--- config.mk ---
export PLATFORM = sky130hd
export DESIGN_NAME = pipeline_hazard_ctrl
export DESIGN_NICKNAME = d
export VERILOG_FILES = /design/src/rtl/pipeline_hazard_ctrl.sv
export SDC_FILE = /design/constraint.sdc
export NUM_CORES = 1
export LEC_CHECK = 0
export CAP_MARGIN = 20
export CORE_MARGIN = 2
export CORE_UTILIZATION = 35
export DETAILED_ROUTE_END_ITERATION = 10
export GPL_TIMING_DRIVEN = 0
export PLACE_DENSITY = 0.67
export SETUP_SLACK_MARGIN = 0.15
export SKIP_LAST_GASP = 1
export SLEW_MARGIN = 20
export SYNTH_ARGS = -nofsm -noshare
export SYNTH_HDL_FRONTEND = slang
export SYNTH_SLANG_ARGS = --single-unit
--- constraint.sdc ---
create_clock -name clk -period 2.85 [get_ports clk]
set_input_delay 0.855 -clock clk [delete_from_list [all_inputs] [get_ports clk]]
set_output_delay 0.855 -clock clk [all_outputs]
set_load 0.01 [all_outputs]
--- src/rtl/pipeline_hazard_ctrl.sv ---
// rtl/pipeline_hazard_ctrl.sv - MIPS 5-stage pipeline stall/flush sequencer with dmem wait watchdog
module pipeline_hazard_ctrl #(
  parameter int MAX_WAIT = 16,
  parameter int CNT_W    = 16
) (
  input  logic             clk,
  input  logic             reset,
  input  logic [4:0]       id_rs,
  input  logic [4:0]       id_rt,
  input  logic             id_uses_rs,
  input  logic             id_uses_rt,
  input  logic             id_jump,
  input  logic             ex_MemRead,
  input  logic [4:0]       ex_rt,
  input  logic             ex_redirect,
  input  logic             mem_access,
  input  logic             dmem_ready,
  output logic             pc_write,
  output logic             ifid_write,
  output logic             ifid_flush,
  output logic             idex_write,
  output logic             idex_flush,
  output logic             exmem_write,
  output logic             memwb_bubble,
  output logic             dmem_req,
  output logic             error,
  output logic [CNT_W-1:0] stall_cycles
);

  typedef enum logic [1:0] {
    S_RUN      = 2'd0,
    S_MEM_WAIT = 2'd1,
    S_ERROR    = 2'd2
  } state_t;

  localparam logic [7:0] LP_MAX_WAIT = 8'(MAX_WAIT);

  state_t           r_state;
  state_t           w_state_next;
  logic [7:0]       r_wait_cnt;
  logic [7:0]       w_wait_next;
  logic             r_error;
  logic [CNT_W-1:0] r_stall_cnt;
  logic             w_freeze;
  logic             w_load_use;

  // The MEM stage cannot advance while its access is outstanding.
  assign w_freeze   = mem_access && !dmem_ready && (r_state != S_ERROR);
  assign w_load_use = ex_MemRead && (ex_rt != 5'd0) &&
                      ((id_uses_rs && (id_rs == ex_rt)) ||
                       (id_uses_rt && (id_rt == ex_rt)));

  always_comb begin
    pc_write     = 1'b1;
    ifid_write   = 1'b1;
    ifid_flush   = 1'b0;
    idex_write   = 1'b1;
    idex_flush   = 1'b0;
    exmem_write  = 1'b1;
    memwb_bubble = 1'b0;
    dmem_req     = mem_access && (r_state != S_ERROR);
    if (!reset) begin
      pc_write    = 1'b0;
      ifid_write  = 1'b0;
      idex_write  = 1'b0;
      exmem_write = 1'b0;
      dmem_req    = 1'b0;
    end else if ((r_state == S_ERROR) || w_freeze) begin
      pc_write     = 1'b0;
      ifid_write   = 1'b0;
      idex_write   = 1'b0;
      exmem_write  = 1'b0;
      memwb_bubble = 1'b1;
    end else if (ex_redirect) begin
      // Everything younger than EX is on the wrong path.
      ifid_flush = 1'b1;
      idex_flush = 1'b1;
    end else if (w_load_use) begin
      pc_write   = 1'b0;
      ifid_write = 1'b0;
      idex_flush = 1'b1;
    end else if (id_jump) begin
      ifid_flush = 1'b1;
    end
  end

  always_comb begin
    w_state_next = r_state;
    w_wait_next  = r_wait_cnt;
    case (r_state)
      S_RUN: begin
        if (w_freeze) begin
          w_state_next = S_MEM_WAIT;
          w_wait_next  = 8'd1;
        end
      end
      S_MEM_WAIT: begin
        if (w_freeze) begin
          w_wait_next = r_wait_cnt + 8'd1;
          if (w_wait_next == LP_MAX_WAIT) begin
            w_state_next = S_ERROR;
          end
        end else begin
          w_state_next = S_RUN;
          w_wait_next  = 8'd0;
        end
      end
      S_ERROR: begin
        w_state_next = S_ERROR;
      end
      default: begin
        w_state_next = S_RUN;
        w_wait_next  = 8'd0;
      end
    endcase
  end

  always_ff @(posedge clk) begin
    if (!reset) begin
      r_state     <= S_RUN;
      r_wait_cnt  <= 8'd0;
      r_error     <= 1'b0;
      r_stall_cnt <= '0;
    end else begin
      r_state    <= w_state_next;
      r_wait_cnt <= w_wait_next;
      r_error    <= r_error || (w_state_next == S_ERROR);
      if (!pc_write && (r_stall_cnt != {CNT_W{1'b1}})) begin
        r_stall_cnt <= r_stall_cnt + 1'b1;
      end
    end
  end

  assign error        = r_error;
  assign stall_cycles = r_stall_cnt;

endmodule

Word-level counts from Yosys, hierarchy flattened
Cells that the tools add are included.
{"block": "op_classes", "n_addsub": 2, "n_eq_ne": 9, "n_mux": 25, "bitwise_logic": 1, "reduce_logical": 16}
{"op": "$pmux W8 S3", "n": 1}
{"op": "$mux W1", "n": 18}
{"op": "$add A16 B1 Y16 const B", "n": 1}
{"op": "$mux W8", "n": 2}
{"op": "$ne A16 B16 Y1 const B", "n": 1}
{"op": "$eq A5 B5 Y1", "n": 2}
{"op": "$add A8 B1 Y8 const B", "n": 1}
{"op": "$eq A8 B5 Y1 const B", "n": 1}
{"op": "$logic_and A1 B1 Y1", "n": 8}
{"op": "$mux W2", "n": 3}
{"op": "$pmux W2 S3", "n": 1}
{"op": "$reduce_bool A5 Y1", "n": 1}
{"op": "$eq A2 B2 Y1 const B", "n": 2}
{"op": "$ne A2 B2 Y1 const B", "n": 2}
{"op": "$logic_or A1 B1 Y1", "n": 3}
{"op": "$eq A2 B1 Y1 const B", "n": 1}
{"op": "$logic_not A1 Y1", "n": 2}
{"op": "$logic_not A2 Y1", "n": 1}
{"op": "$reduce_and A2 Y1", "n": 1}
{"op": "$not A1 Y1", "n": 1}
{"block": "word_totals", "regBits": 27, "input_bits": 24, "output_inout_bits": 25}

Depth between registers and ports, before layout
{"block": "depth", "ltp_word": 10, "depth_mapped": 8}

Worst setup path before layout
No wires, ideal clock.
{"block": "synth_timing", "path_kind": "input port to output port", "from": "input ex_rt[1]", "to": "output pc_write", "arrival_ns": 2.052, "setup_slack_ns": -0.057, "cell_stages": 6, "path_cell_list": "or4_1 > o21ai_2 > nand2b_1 > nor2_1 > nor2_1 > buf_4"}
{"block": "synth_between", "elab_chain_cells": 8, "word_cells_on_any_way": 12}
{"element": "start, declared", "line_no": "14", "text": "input logic [4:0] ex_rt,"}
{"element": "$eq A5 B5 Y1, on equally long branches", "line_no": "50, 51"}
{"element": "$logic_and A1 B1 Y1, on equally long branches", "line_no": "50, 51"}
{"element": "$logic_or A1 B1 Y1", "line_no": "50", "text": "((id_uses_rs && (id_rs == ex_rt)) ||"}
{"element": "$logic_and A1 B1 Y1 (*)", "line_no": "49", "text": "assign w_load_use = ex_MemRead && (ex_rt != 5'd0) &&"}
{"element": "$mux W1 (*) (4 in series)"}
{"element": "end, declared", "line_no": "18", "text": "output logic pc_write,"}
Every way passes the cells marked *; elsewhere a longest branch is shown, timed or not.

Worst setup path in the final report
{"block": "layout_timing", "from": "input ex_rt[4]", "to": "output pc_write"}
{"block": "layout_between", "elab_chain_cells": 8, "word_cells_on_any_way": 12}
{"element": "$eq A5 B5 Y1, on equally long branches", "line_no": "50, 51"}
{"element": "$logic_and A1 B1 Y1, on equally long branches", "line_no": "50, 51"}
{"element": "$logic_or A1 B1 Y1", "line_no": "50"}
{"element": "$logic_and A1 B1 Y1 (*)", "line_no": "49"}
{"element": "$mux W1 (*)", "line_no": "78", "text": "end else if (w_load_use) begin"}
{"element": "$mux W1 (*)", "line_no": "74", "text": "end else if (ex_redirect) begin"}
{"element": "$mux W1 (*)", "line_no": "68", "text": "end else if ((r_state == S_ERROR) || w_freeze) begin"}
{"element": "$mux W1 (*)", "line_no": "62", "text": "if (!reset) begin"}
Marks and branches as above.

==> insert_results.sql <==
INSERT INTO impl_metrics (metric_group, metric, value, unit) VALUES
('timing', 'rsz_0062_raised_after_global_routing', 'true', ''),
('setup_path', 'crit_fanout', '3', ''),
('timing', 'setup_viol', '3', ''),
('pwr', 'power_switching_share', '25.18', '%'),
('logic_synthesis', 'synth_nets', '213', ''),
('logic_synthesis', 'proportion_of_synthesized_chip_area_in_sequential_cells', '34.87', '%'),
('logic_synthesis', 'postSynth.asyncResetShare', '0', '%'),
('clocking', 'clkTransAtPathRegs', '0.09', 'ns'),
('timing', 'fmax', '335.9', 'MHz'),
('die', 'design.core.area', '4324', 'sq um'),
('die', 'die-height', '70.55', 'um'),
('die', 'floorplan.io_pins', '49', ''),
('logic_synthesis', 'yosysUniqueCellTypes', '39', ''),
('layout', 'stdcell_area', '2240', 'sq um'),
('setup_path', 'critPathCaptureType', 'output pin', ''),
('pwr', 'vdd_drop_max', '0.2020', 'mV'),
('detailed_routing', 'dr_total_vias', '1601', ''),
('logic_synthesis', 'netlist.area_leader.share', '34.87', '%'),
('die', 'initial_core_util', '35.85', '%'),
('logic_synthesis', 'synth.area.top_cells', 'sky130_fd_sc_hd__dfxtp_1, sky130_fd_sc_hd__a21oi_1, sky130_fd_sc_hd__xnor2_1, sky130_fd_sc_hd__mux2i_1, sky130_fd_sc_hd__nor2_1', ''),
('timing', 'fin_skew', '0.005328', 'ns'),
('logic_synthesis', 'ys_ff_latch', '27', ''),
('global_routing', 'grt_pass1_vias', '1499', ''),
('layout', 'area.sequential', '540.5', 'sq um'),
('pwr', 'p_comb_share', '19.2', '%'),
('setup_path', 'crit_type', 'input pin to output pin', ''),
('timing', 'final_report_max_slew_violation_count', '0', ''),
('die', 'placementRows', '24', ''),
('setup_path', 'timing.critical_path.slowest_stage_cell', 'sky130_fd_sc_hd__or4_4', ''),
('detailed_routing', 'vias_per_cell', '5.372', ''),
('layout', 'antenna_cells', '0', ''),
('detailed_routing', 'drc_errors_left', '0', ''),
('clocking', 'tritoncts', 'built', ''),
('pwr', 'pwr_density_cell', '334.9', 'nW/um^2'),
('setup_path', 'timing.critical_path.cells', 'buf_8 > or4_4 > o21ai_4 > nand2b_4 > nor2_4 > nor2_2 > buf_4 > buf_6', ''),
('setup_path', 'cp_slowest_stage_delay', '0.54', 'ns'),
('clocking', 'clock_insertion_delay_worst_skew', '0.27', 'ns'),
('global_routing', 'grt_max_degree', '15', ''),
('timing', 'worst-slew-pin-transition', '0.4564', 'ns'),
('timing', 'period_minus_slack', '2.977', 'ns'),
('detailed_routing', 'wl', '3918', 'um'),
('timing', 'final_min_period_over_clock_period', '104.5', '%'),
('layout', 'n_fill_cell', '420', ''),
('pwr', 'clock_power_share', '28.7', '%'),
('pwr', 'total_switching_power', '0.0001889', 'W'),
('logic_synthesis', 'dominantRegCellSynth', 'sky130_fd_sc_hd__dfxtp_1', ''),
('clocking', 'cts.hold.buffers_added', '0', ''),
('logic_synthesis', 'number_of_warnings_printed_during_yosys_synthesis', '0', ''),
('layout', 'final_util', '51.79', '%'),
('job', 'drv_cap', '0', ''),
('setup_path', 'regToRegSetupSlack', '0.76', 'ns'),
('timing', 'timing_hold_violations_final', '0', ''),
('die', 'die_area', '4977', 'sq um'),
('die', 'fp.dieW', '70.55', 'um'),
('setup_path', 'number_of_cells_on_the_worst_reg_to_reg_path', '8', ''),
('detailed_routing', 'detailedRoute.firstIterationViolations', '56', ''),
('hold_path', 'min_delay_path_depth', '1', ''),
('setup_path', 'worstPathArrival', '2.12', 'ns'),
('pwr', 'seq_power_share', '52.1', '%'),
('outcome', 'violated_checks', 'negative setup slack', ''),
('detailed_routing', 'wl_per_cell', '13.15', 'um'),
('timing', 'slew-limit-headroom', '69.29', '%'),
('layout', 'area_growth', '44.47', '%'),
('timing', 'timing.setup.tns', '-0.2781', 'ns'),
('outcome', 'status', 'finished with violations', ''),
('pwr', 'power_leakage', '0.8272', 'nW'),
('clocking', 'numClockSinks', '27', ''),
('timing', 'layout_setup_ws', '-0.1270', 'ns'),
('logic_synthesis', 'synth-edff-count', '0', ''),
('setup_path', 'setup.worst_path.start_class', 'input pin', ''),
('global_routing', 'groute.usage.overall', '15.66', '%');
[stage by stage]
| stage | power [W] | cells | setup slack [ns] |
|---|---|---|---|
| 5_1_grt | 0.0007863 | 298 | -0.1827 |
| 3_3_place_gp | 0.0005356 | 287 | -0.9679 |
| 3_5_place_dp | 0.0005370 | 287 | -0.9633 |
| 4_1_cts | 0.0007557 | 295 | -0.1643 |
| 6_report | 0.0007501 | 298 | -0.1270 |
| 2_1_floorplan | 0.0004644 | 187 | 0.03154 |
[cell families after synthesis]
| group | synth area share, % |
|---|---|
| AOI/OAI and AO/OA | 17.03 |
| and+or+nand+nor | 31.48 |
| buffers and inverters | 4.922 |
| xor gates and xnor gates | 6.215 |
| DFF | 34.87 |
| muxes | 3.874 |
| adders and majority gates | 1.614 |
[sequential cells by signal, summed over array words and instances (netlist names)]
signal,flops
r_wait_cnt,8
stall_cycles,16
r_state,2
error,1
[layer usage]
layer  up-vias  wire length, um  global-route usage (%)
met2        50             1687                   26.52
met1       743             1912                   20.65
met5         -                0                       0
met4         0               36                   3.145
met3         4              281                   3.561
li1        804                -                       -
[timing repair]
item                                    CTS  global route
pin swaps                                19            10
cloned                                    0             0
endpoints found under the setup margin   15             8
setup buffers                             4             3
resized for setup                        68            16
[cells in the mapped netlist (3+ instances only)]
master	instances
sky130_fd_sc_hd__a21oi_1	20
sky130_fd_sc_hd__and3_1	5
sky130_fd_sc_hd__clkbuf_1	3
sky130_fd_sc_hd__dfxtp_1	27
sky130_fd_sc_hd__inv_1	5
sky130_fd_sc_hd__mux2i_1	6
sky130_fd_sc_hd__nand2_1	11
sky130_fd_sc_hd__nand2b_1	7
sky130_fd_sc_hd__nand3_1	9
sky130_fd_sc_hd__nand3b_1	5
sky130_fd_sc_hd__nand4_1	7
sky130_fd_sc_hd__nor2_1	15
sky130_fd_sc_hd__o21ai_0	10
sky130_fd_sc_hd__o31ai_1	5
sky130_fd_sc_hd__or3_1	7
sky130_fd_sc_hd__or4_1	6
sky130_fd_sc_hd__xnor2_1	10
[path summary, 6_finish.rpt]
kind / from / endpoint
worst max-delay path: ex_rt[4] / pc_write
worst min-delay path: error / error
worst max register to register: stall_cycles[0] / stall_cycles[1]
worst min register to register: error / error
[layout by cell type (no fill, tap or decap), types with 7 or more instances in the layout]
cell / synthesis / layout
sky130_fd_sc_hd__nor2_1: 15 / 13
sky130_fd_sc_hd__dlygate4sd2_1: 0 / 10
sky130_fd_sc_hd__o21ai_0: 10 / 10
sky130_fd_sc_hd__dfxtp_1: 27 / 27
sky130_fd_sc_hd__a21oi_1: 20 / 19
sky130_fd_sc_hd__nand3_1: 9 / 8
sky130_fd_sc_hd__or3_1: 7 / 7
sky130_fd_sc_hd__clkdlybuf4s50_1: 0 / 22
sky130_fd_sc_hd__xnor2_1: 10 / 10
sky130_fd_sc_hd__nand2_1: 11 / 11
sky130_fd_sc_hd__buf_4: 2 / 9
sky130_fd_sc_hd__nand4_1: 7 / 7
[cell type report]
class	count	area share [%]
repair buffers	55	22.40
multi-input cells	146	44.64
flip-flops and latches	27	24.13
clock buffers	4	2.011
inverters	6	1.006
well taps	52	2.905
plain buffers	8	2.905
[critical path: cells and delay by family]
kind | cells | cell delay (ns)
simple gates | 4 | 0.82
buf+inv | 3 | 0.30
compound gates | 1 | 0.14
[power groups by stage]
stage / Clock [W] / Sequential, W / Combinational (W)
after detailed placement: 0 / 0.000400 / 0.000137
after floorplan: 0 / 0.000401 / 0.0000639
after global placement: 0 / 0.000400 / 0.000136
final: 0.000215 / 0.000391 / 0.000144
after global routing: 0.000237 / 0.000393 / 0.000157
after CTS: 0.000227 / 0.000391 / 0.000138
Power figures use the tool's default switching activity.
